$ cat src/rtl/fptd_iter_ctrl.sv
// Iteration and Razor-replay controller for a K-section FPTD array: steps the
// array, stalls it for a replay window on timing errors, and forms hard decisions.
module fptd_iter_ctrl #(
  parameter int K            = 8,
  parameter int M            = 6,
  parameter int MaxIter      = 8,
  parameter int ReplayCycles = 2
) (
  input  logic             Clock,
  input  logic             nReset,
  input  logic             start,
  input  logic [K-1:0]     Error_Section,
  input  logic [K*M-1:0]   be1_in,
  input  logic [K*M-1:0]   bs,
  input  logic [K*M-1:0]   ba1,
  output logic             section_en,
  output logic             clear_state,
  output logic             busy,
  output logic [K*M-1:0]   be1_buf,
  output logic [K-1:0]     hard_bit,
  output logic             done,
  output logic [7:0]       err_count,
  output logic [2:0]       dbg_state_o
);

  // Handshake: start is sampled only while busy is low (IDLE); there is no
  // ready/ack, so a start seen while busy is high is dropped.
  typedef enum logic [2:0] {
    S_IDLE   = 3'd0,
    S_CLEAR  = 3'd1,
    S_RUN    = 3'd2,
    S_REPLAY = 3'd3,
    S_DONE   = 3'd4
  } state_t;

  localparam logic [7:0] LastStep = 8'(2 * MaxIter - 1);

  state_t           state_q, state_d;
  logic [7:0]       step_q, step_d;
  logic [3:0]       rep_q, rep_d;
  logic [7:0]       err_q, err_d;
  logic [K*M-1:0]   buf_q, buf_d;
  logic [K-1:0]     hard_q, hard_d;
  logic [K-1:0]     hard_calc;

  function automatic logic [M+1:0] sext(input logic [M-1:0] v);
    return {{2{v[M-1]}}, v};
  endfunction

  // Two extra bits keep the three-way sum of M-bit values from overflowing.
  for (genvar g = 0; g < K; g++) begin : g_sum
    logic [M+1:0] sum;
    assign sum = sext(bs[g*M +: M]) + sext(ba1[g*M +: M]) + sext(buf_q[g*M +: M]);
    assign hard_calc[g] = sum[M+1];
  end

  always_comb begin
    state_d     = state_q;
    step_d      = step_q;
    rep_d       = rep_q;
    err_d       = err_q;
    buf_d       = buf_q;
    hard_d      = hard_q;
    section_en  = 1'b0;
    clear_state = 1'b0;
    busy        = 1'b1;
    done        = 1'b0;
    case (state_q)
      S_IDLE: begin
        busy = 1'b0;
        if (start) begin
          state_d = S_CLEAR;
          step_d  = '0;
          err_d   = '0;
        end
      end
      S_CLEAR: begin
        clear_state = 1'b1;
        state_d     = S_RUN;
      end
      S_RUN: begin
        section_en = 1'b1;
        if (|Error_Section) begin
          // Errored step is discarded and rerun after the replay window.
          if (err_q != 8'hFF) err_d = err_q + 8'd1;
          rep_d   = 4'(ReplayCycles);
          state_d = S_REPLAY;
        end else begin
          buf_d  = be1_in;
          step_d = step_q + 8'd1;
          if (step_q == LastStep) state_d = S_DONE;
        end
      end
      S_REPLAY: begin
        rep_d = rep_q - 4'd1;
        if (rep_q <= 4'd1) state_d = S_RUN;
      end
      S_DONE: begin
        done    = 1'b1;
        hard_d  = hard_calc;
        state_d = S_IDLE;
      end
      default: state_d = S_IDLE;
    endcase
  end

  always_ff @(posedge Clock or negedge nReset) begin
    if (!nReset) begin
      state_q <= S_IDLE;
      step_q  <= '0;
      rep_q   <= '0;
      err_q   <= '0;
      buf_q   <= '0;
      hard_q  <= '0;
    end else begin
      state_q <= state_d;
      step_q  <= step_d;
      rep_q   <= rep_d;
      err_q   <= err_d;
      buf_q   <= buf_d;
      hard_q  <= hard_d;
    end
  end

  assign be1_buf     = buf_q;
  assign hard_bit    = hard_q;
  assign err_count   = err_q;
  assign dbg_state_o = state_q;

endmodule

$ cat config.mk
export PLATFORM = sky130hd
export DESIGN_NAME = fptd_iter_ctrl
export DESIGN_NICKNAME = d
export VERILOG_FILES = /design/src/rtl/fptd_iter_ctrl.sv
export SDC_FILE = /design/constraint.sdc
export NUM_CORES = 1
export LEC_CHECK = 0
export CORE_AREA = 2 2 110 112
export CTS_CLUSTER_DIAMETER = 60
export DETAILED_ROUTE_END_ITERATION = 8
export DIE_AREA = 0 0 112 114
export PLACE_DENSITY = 0.84
export SETUP_SLACK_MARGIN = 0.4
export SYNTH_ARGS = -nofsm -noshare
export SYNTH_HDL_FRONTEND = slang
export SYNTH_SLANG_ARGS = --single-unit
$ cat constraint.sdc
create_clock -name Clock -period 5.7 [get_ports Clock]
set_input_delay 0.57 -clock Clock [delete_from_list [all_inputs] [get_ports Clock]]
set_output_delay 0.57 -clock Clock [all_outputs]
set_load 0.03 [all_outputs]
## After elaboration in Yosys (flattened, before gate mapping)

Index checks and enable logic that the tools add are counted.

| word-level totals | value |
|---|---|
| bits in latches | 0 |
| output and inout port bits | 71 |
| bits of input ports | 155 |
| memories | 0 |
| RAM bits | 0 |
| register bits after elaboration | 79 |
| bits in read-only memories | 0 |

| cells by class | value |
|---|---|
| bitwise gates (word level) | 1 |
| $mul | 0 |
| equality and inequality tests | 12 |
| magnitude comparators | 1 |
| $add $sub $neg | 19 |
| div/mod/pow operators | 0 |
| reductions and logical operators | 9 |
| shift-type cells | 0 |
| mux-type cells | 17 |

Operator list:

| kind | number |
|---|---|
| 7-bit by 6-bit adder with 8-bit output | 8 |
| 6-bit by 6-bit adder with 7-bit output | 8 |
| 8-bit two-way mux | 4 |
| 8-bit case mux with 2 select lines | 2 |
| 8-bit by 1-bit adder with 8-bit output (second input constant) | 2 |
| 3-bit two-way mux | 4 |
| 3-bit case mux with 4 select lines | 1 |
| 2-bit inequality test (second input constant) | 5 |
| 8-bit by 4-bit == test with 1-bit output (second input constant) | 1 |
| 8-bit inequality test (second input constant) | 1 |
| 4-bit case mux with 2 select lines | 1 |
| 8-bit OR reduction | 1 |
| 3-bit by 2-bit == test with 1-bit output (second input constant) | 2 |
| 3-bit AND reduction | 2 |
| 4-bit by 1-bit less-or-equal comparator with 1-bit output (second input constant) | 1 |
| 1-bit two-way mux | 4 |
| 4-bit two-way mux | 1 |
| 2-bit AND reduction | 2 |
| 4-bit AND reduction | 1 |
| 2-bit nonzero test | 2 |
| 4-bit by 1-bit subtractor with 4-bit output (second input constant) | 1 |
| 3-bit by 1-bit == test with 1-bit output (second input constant) | 1 |
| 3-bit == test (second input constant) | 1 |
| 3-bit logical NOT | 1 |
| other kinds (2) | 2 |

## Depth between registers and ports, before layout

Gate-level depths: netlist (run 1).

| logic depth | value |
|---|---|
| depth after elaboration | 4 |
| gate-level depth with buffers | 8 |

## Worst setup path after synthesis (run 1)

OpenSTA, ideal clock, no wires.

| timing path | value |
|---|---|
| kind | input to register |
| start | input port bs[33] |
| end | register hard_q[5] (netlist: hard_bit[5]) |
| arrival | 2.249 ns |
| required time | 5.635 ns |
| setup time | 0.065 ns |
| cell stages on the path | 8 |
| slack | 3.386 ns |
| cells stage by stage | inv_1 fa_1 inv_1 ha_1 a21oi_1 o221ai_1 a2111oi_0 o22a_1 |

| between the ends | value |
|---|---|
| cells in the longest elaborated chain, start to end | 2 |

RTL lines:

| element | line | RTL |
|---|---|---|
| from (decl) | 14 | `input logic [K*M-1:0] bs,` |
| 6-bit by 6-bit adder with 7-bit output | 53 | `assign sum = sext(bs[g*M +: M]) + sext(ba1[g*M +: M]) + sext(buf_q[g*M +: M]);` |
| 7-bit by 6-bit adder with 8-bit output | 53 |  |
| to (signal assigned) | 121 | `hard_q <= hard_d;` |
| to (decl) | 43 | `logic [K-1:0] hard_q, hard_d;` |

Every way passes these cells.
A chain may end at the register's enable or synchronous reset.

## Worst setup path in the final report (run 1)

| timing path | value |
|---|---|
| start | register state_q[0] (netlist: dbg_state_o[0]) |
| end | output port done |

| between the ends | value |
|---|---|
| cells in the longest elaborated chain, start to end | 2 |

RTL lines:

| element | line | RTL |
|---|---|---|
| from (decl) | 38 | `state_t state_q, state_d;` |
| from (signal assigned) | 116 | `state_q <= state_d;` |
| 3-bit == test | 68 | `case (state_q)` |
| 1-bit two-way mux | 68 |  |
| to (decl) | 21 | `output logic done,` |

Every way passes these cells.

==> results of run 1 <==
## per-stage QoR
step                      std cells  cell area (sq um)  power [mW]
after global routing            840               8020       2.118
after global placement          826               7720       1.381
final                           840               8020       1.991
after CTS                       840               8020       2.016
after floorplan                 463               5309       1.074
after detailed placement        826               7720       1.410
## cells by family (layout without fill, tap and decap cells)
| family | Yosys count | count (layout) |
|---|---|---|
| buffers and inverters | 67 | 297 |
| adders and majority gates | 92 | 92 |
| DFF | 79 | 79 |
| xor gates and xnor gates | 1 | 1 |
| and+or+nand+nor | 91 | 91 |
| AOI/OAI and AO/OA | 84 | 84 |
| muxes | 49 | 49 |
## layout by cell type, fill, tap and decap left out, drive strengths merged, types with 6 or more instances in the layout
| cell | count |
|---|---|
| a21o | 10 |
| a21oi | 12 |
| clkbuf | 9 |
| clkdlybuf4s50 | 224 |
| dfrtp | 79 |
| fa | 40 |
| ha | 52 |
| inv | 56 |
| mux2 | 48 |
| nand2 | 18 |
| nand3 | 22 |
| nor2 | 17 |
| o211ai | 6 |
| o21ai | 19 |
| o31ai | 8 |
| or3 | 7 |
## registers in the layout, summed over array words and instances (netlist names)
signal       flops
be1_buf         48
dbg_state_o      3
err_count        8
hard_bit         8
rep_q            4
step_q           8
## layer usage
metal,track usage [%],up-vias
li1,-,2092
met1,28.53,2194
met2,42.95,176
met3,4.357,22
met4,6.829,0
met5,0,-
## worst max-delay path by stage
| stage | startpoint | endpoint | cells after the start |
|---|---|---|---|
| after global routing | dbg_state_o[0] | done | 4 |
| after CTS | dbg_state_o[0] | done | 4 |
| after global placement | Error_Section[5] | step_q[7] | 6 |
| final | dbg_state_o[0] | done | 4 |
| after floorplan | bs[33] | hard_bit[5] | 8 |
| after detailed placement | Error_Section[5] | step_q[7] | 6 |
## power by group through the flow
stage / logic (mW) / registers, mW / clock network, mW
after floorplan: 0.315 / 0.758 / 0
after global placement: 0.691 / 0.690 / 0
after detailed placement: 0.718 / 0.691 / 0
after CTS: 0.724 / 0.683 / 0.609
after global routing: 0.792 / 0.694 / 0.631
final: 0.716 / 0.684 / 0.591
## area by class of cell
| cell class | instances | share of cell area, % |
|---|---|---|
| clock buffers | 9 | 2.808 |
| clock inverters | 5 | 0.9360 |
| inverters | 56 | 2.621 |
| multi-input cells | 317 | 38.46 |
| flip-flops and latches | 79 | 24.65 |
| well taps | 147 | 2.293 |
| repair buffers | 227 | 28.24 |
==> flow_summary.toml, run 1 <==
[yosys]
async_reset_ff_share_pct = 100.0
synth-xor-area-share_pct = 0.1650
yosys.area.top_type = "dfrtp_1"
synth_top_family_by_area = "adder cells"
syn_avg_cell_area_sq_um = 11.47
synth_cells = 463
synth.most_common_cell = "dfrtp_1"
yosysTopAreaCellShare_pct = 37.24
ys.flop_type = "dfrtp_1"
yosysSeqAreaShare_pct = 37.24
synth_compound_area_share_pct = 10.82
ys.warnings.count = 0
synth-edff-count = 0
syn-num-nets = 710
netlist_area_sq_mm = 0.005309
synth-seq-cells = 79
synthAdderAreaFrac_pct = 27.34
synth.area.mux_share_pct = 10.37
synth_common_cells = "79 x dfrtp_1, 56 x inv_1, 52 x ha_1, 48 x mux2_1, 40 x fa_1"
synth-simple-area-share_pct = 9.168
ys_types = 46
synthTopCellsByArea = "dfrtp_1 37%, fa_1 15%, ha_1 12%, mux2_1 10%, inv_1 4.0%"

[layout]
drive_gt1_share_pct = 3.030
antenna_cells = 0
utilization_pct = 68.48
regArea_sq_mm = 0.001977
area_growth_pct = 51.07
nets = 937
nFillCells = 883
multi_input_area_sq_mm = 0.003084

[cts]
clk_latency_ps = 330
clk_pin_slew_worst_paths_ps = 60
cts_buffers = 9
cts-hold-fix-buffers = 0
htreeDepth = 3
cts_tree = "yes"
cts_sinks = 79
post_cts_buffers = 0
post_cts_resized = 0
clock-root-buffer = "clkbuf_16"
ctsLongestPathBuffers = 2

[timing]
min_period_over_period_pct = 51.38
finalHoldViolCount = 0
rsz0062_at_grt = "false"
max_slew.worst_pin.slew_ps = 1030
fin_crit_ps = 2928
slew_viol_final = 0
skew_ps = 5.254
whs_ps = 409.4
fin_tns_setup_ps = 0
fin_ws_ps = 2772
fmax_mhz = 341.5
setup_violations = 0
relSlewSlack_pct = 31.35

[critical_path]
reg2reg_slack_ps = 3330
crit_chain = "nor2_1 -> nand2_1 -> inv_1 -> clkdlybuf4s50_1"
end_kind = "primary output"
critPathMaxStageDelay_ps = 740
setup.worst_path.class = "flop to primary output"
crit_arrival_ps = 2360
reg2reg_to = "step_q[7]"
crit_fanout = 14
critPathRequiredTime_ps = 5130
path_buf_inv = 2
crit_slowest_cell = "clkdlybuf4s50_1"
worst-r2r-cell-count = 6
crit_path_start_kind = "flop"
r2r_start = "dbg_state_o[2]"
cp_top_family = "buffers and inverters"

[floorplan]
dieWidth_um = 112
initial_core_util_pct = 45.33
core-area_sq_mm = 0.01171
die_h_um = 114
dieArea_sq_mm = 0.01277
num_rows = 40
io_pins = 226

[detailed_routing]
first_pass_iters = 4
drc = 0
drtIter0Drc = 205
dr_wl_met2_mm = 7.500
wl_met1_mm = 5.944
antenna_left = 0
wl_met3_um = 910
routed.top_layer = "met4"
drt-vias-per-instance = 5.338
wl_per_cell_um = 17.36
routed-via-count = 4484
wl_mm = 14.58

[power]
p_sw_uw = 655.8
sequentialPowerShare_pct = 34.3
clockPowerShare_pct = 29.7
peakVddDrop_uv = 321.7
swShare_pct = 32.93
p_per_area_mw_per_mm2 = 248.3
p_int_mw = 1.336
comb_power_share_pct = 36.0
p_leak_nw = 3.782

[global_routing]
grt_pass1_vias = 4830
grt_max_degree = 80
grt_pass1_wl_mm = 23.83
grt_usage_pct = 23.51
antenna_found_initial = 0
grt.overflow.total = 0

[place]
gp_congestion = 0.8751
dp_slack_ps = 2708
post-dp-hpwl_mm = 11.56
portBuffers = 225

[status]
status = "finished, final reports clean"

[flow_run]
max_cap_viol_count = 0

[hold_path]
hold_path.class = "input port to asynchronous set/reset pin"
Power figures use the tool's default switching activity.
==> run 2: changes to the inputs <==
--- a/config.mk
+++ b/config.mk
@@ -5,11 +5,11 @@
 export SDC_FILE = /design/constraint.sdc
 export NUM_CORES = 1
 export LEC_CHECK = 0
-export CORE_AREA = 2 2 110 112
+export CORE_AREA = 2 2 113 115
 export CTS_CLUSTER_DIAMETER = 60
 export DETAILED_ROUTE_END_ITERATION = 8
-export DIE_AREA = 0 0 112 114
-export PLACE_DENSITY = 0.84
+export DIE_AREA = 0 0 115 117
+export PLACE_DENSITY = 0.8
 export SETUP_SLACK_MARGIN = 0.4
 export SYNTH_ARGS = -nofsm -noshare
 export SYNTH_HDL_FRONTEND = slang
==> constraint.sdc (replaced) <==
create_clock -name Clock -period 3 [get_ports Clock]
set_input_delay 0.3 -clock Clock [delete_from_list [all_inputs] [get_ports Clock]]
set_output_delay 0.3 -clock Clock [all_outputs]
set_load 0.03 [all_outputs]
==> flow_summary.toml, run 2 (synthesis gave the netlist of run 1 again) <==
[timing]
fmax_mhz = 421.1
fin_tns_setup_ps = 0
relSlewSlack_pct = 31.51
fin_crit_ps = 2375
whs_ps = 139.7
max_slew.worst_pin.slew_ps = 1027
setup_violations = 0
rsz0062_at_grt = "false"
finalHoldViolCount = 0
min_period_over_period_pct = 79.16
slew_viol_final = 0
skew_ps = 3.805

[critical_path]
r2r_start = "be1_buf[33]"
critPathRequiredTime_ps = 2700
reg2reg_to = "hard_bit[5]"
crit_path_start_kind = "flop"
worst-r2r-cell-count = 8
setup.worst_path.class = "flop to primary output"
cp-endpoint = "done"
startpoint = "dbg_state_o[0]"
reg2reg_slack_ps = 740
crit_fanout = 14
crit_arrival_ps = 2070
end_kind = "primary output"

[status]
status = "finished, final reports clean"

[layout]
utilization_pct = 65.42
nFillCells = 952
nets = 939
layout_common_cells = "224 x clkdlybuf4s50_1, 79 x dfrtp_1, 56 x inv_1, 52 x ha_1, 48 x mux2_1"
final_common_cell = "clkdlybuf4s50_1"
drive_gt1_share_pct = 3.587
largest_reg_flops = 48
final_cell_area_sq_mm = 0.008054
antenna_cells = 0
area_growth_pct = 51.71

[cts]
cts_tree = "yes"
cts_buffers = 9
post_cts_resized = 0
cts-hold-fix-buffers = 0
cts_sinks = 79
clk_pin_slew_worst_paths_ps = 60
ctsLongestPathBuffers = 2
htreeDepth = 3
clk_latency_ps = 340
post_cts_buffers = 0
clock-root-buffer = "clkbuf_16"

[floorplan]
dieWidth_um = 115
initial_core_util_pct = 43.12
core-area_sq_mm = 0.01231
num_rows = 41
die_h_um = 117
dieArea_sq_mm = 0.01346
io_pins = 226

[detailed_routing]
drc = 0
antenna_left = 0
wl_mm = 14.39
drt-vias-per-instance = 5.257
wl_per_cell_um = 16.99
routed-via-count = 4453
first_pass_iters = 4
drtIter0Drc = 171

[power]
p_per_area_mw_per_mm2 = 471.8
peakVddDrop_uv = 488.2
p_leak_nw = 3.798

[global_routing]
antenna_found_initial = 0
grt_max_degree = 80
grt_pass1_wl_mm = 22.91
grt_usage_pct = 22.13
grt.overflow.total = 0
grt_pass1_vias = 4685

[place]
post-dp-hpwl_mm = 11.46
gp_congestion = 0.8983
placed_cell_area_sq_mm = 0.007739
portBuffers = 225

[flow_run]
max_cap_viol_count = 0

[hold_path]
hold_path.class = "input port to asynchronous set/reset pin"
-- run 2: power breakdown --
group | switching, mW | internal (mW)
combinational | 0.712 | 0.652
sequential | 0.130 | 1.17
clock | 0.424 | 0.710
total | 1.27 | 2.53
-- run 2: layout make-up --
class | count | area [sq um] | area share (%)
clock buffers | 13 | 270.3 | 3.356
repair buffers | 229 | 2280 | 28.31
flip-flops and latches | 79 | 1977 | 24.55
clock inverters | 3 | 40.04 | 0.4971
inverters | 56 | 210.2 | 2.610
multi-input cells | 317 | 3089 | 38.36
well taps | 150 | 187.7 | 2.330
-- run 2: metal layers --
layer | GRT usage, % | share of wire [%] | up-vias | routed length, um
met5 | 0 | 0 | - | 0
met4 | 10.44 | 3.3 | 0 | 478
li1 | - | - | 2097 | -
met1 | 27.20 | 41 | 2152 | 5952
met3 | 4.222 | 6.4 | 33 | 920
met2 | 37.88 | 49 | 171 | 7039
-- run 2: worst min path at each step --
| stage | endpoint | slack (ps) | depth (start not counted) |
|---|---|---|---|
| after global routing | err_count[5] | 240 | 1 |
| final | err_count[5] | 140 | 1 |
| after global placement | hard_bit[3] | 460 | 2 |
| after floorplan | be1_buf[0] | 4 | 0 |
| after CTS | err_count[5] | 190 | 1 |
| after detailed placement | rep_q[3] | 470 | 1 |
-- run 2: worst max-delay path, cell delays in order, from the launching register on --
cell             delay, ps
dfrtp_1                440
nor2_1                 130
nand2_1                 60
buf_4                  210
inv_1                  180
clkdlybuf4s50_1        720
-- run 2: per-stage QoR --
step / setup slack (ps) / instances / total power [mW]
floorplan: 746.5 / 463 / 2.040
global placement: 392.6 / 831 / 2.625
detailed placement: 317.1 / 831 / 2.681
CTS: 411.0 / 847 / 3.847
global route: 470.5 / 847 / 4.049
finish: 625.2 / 847 / 3.799
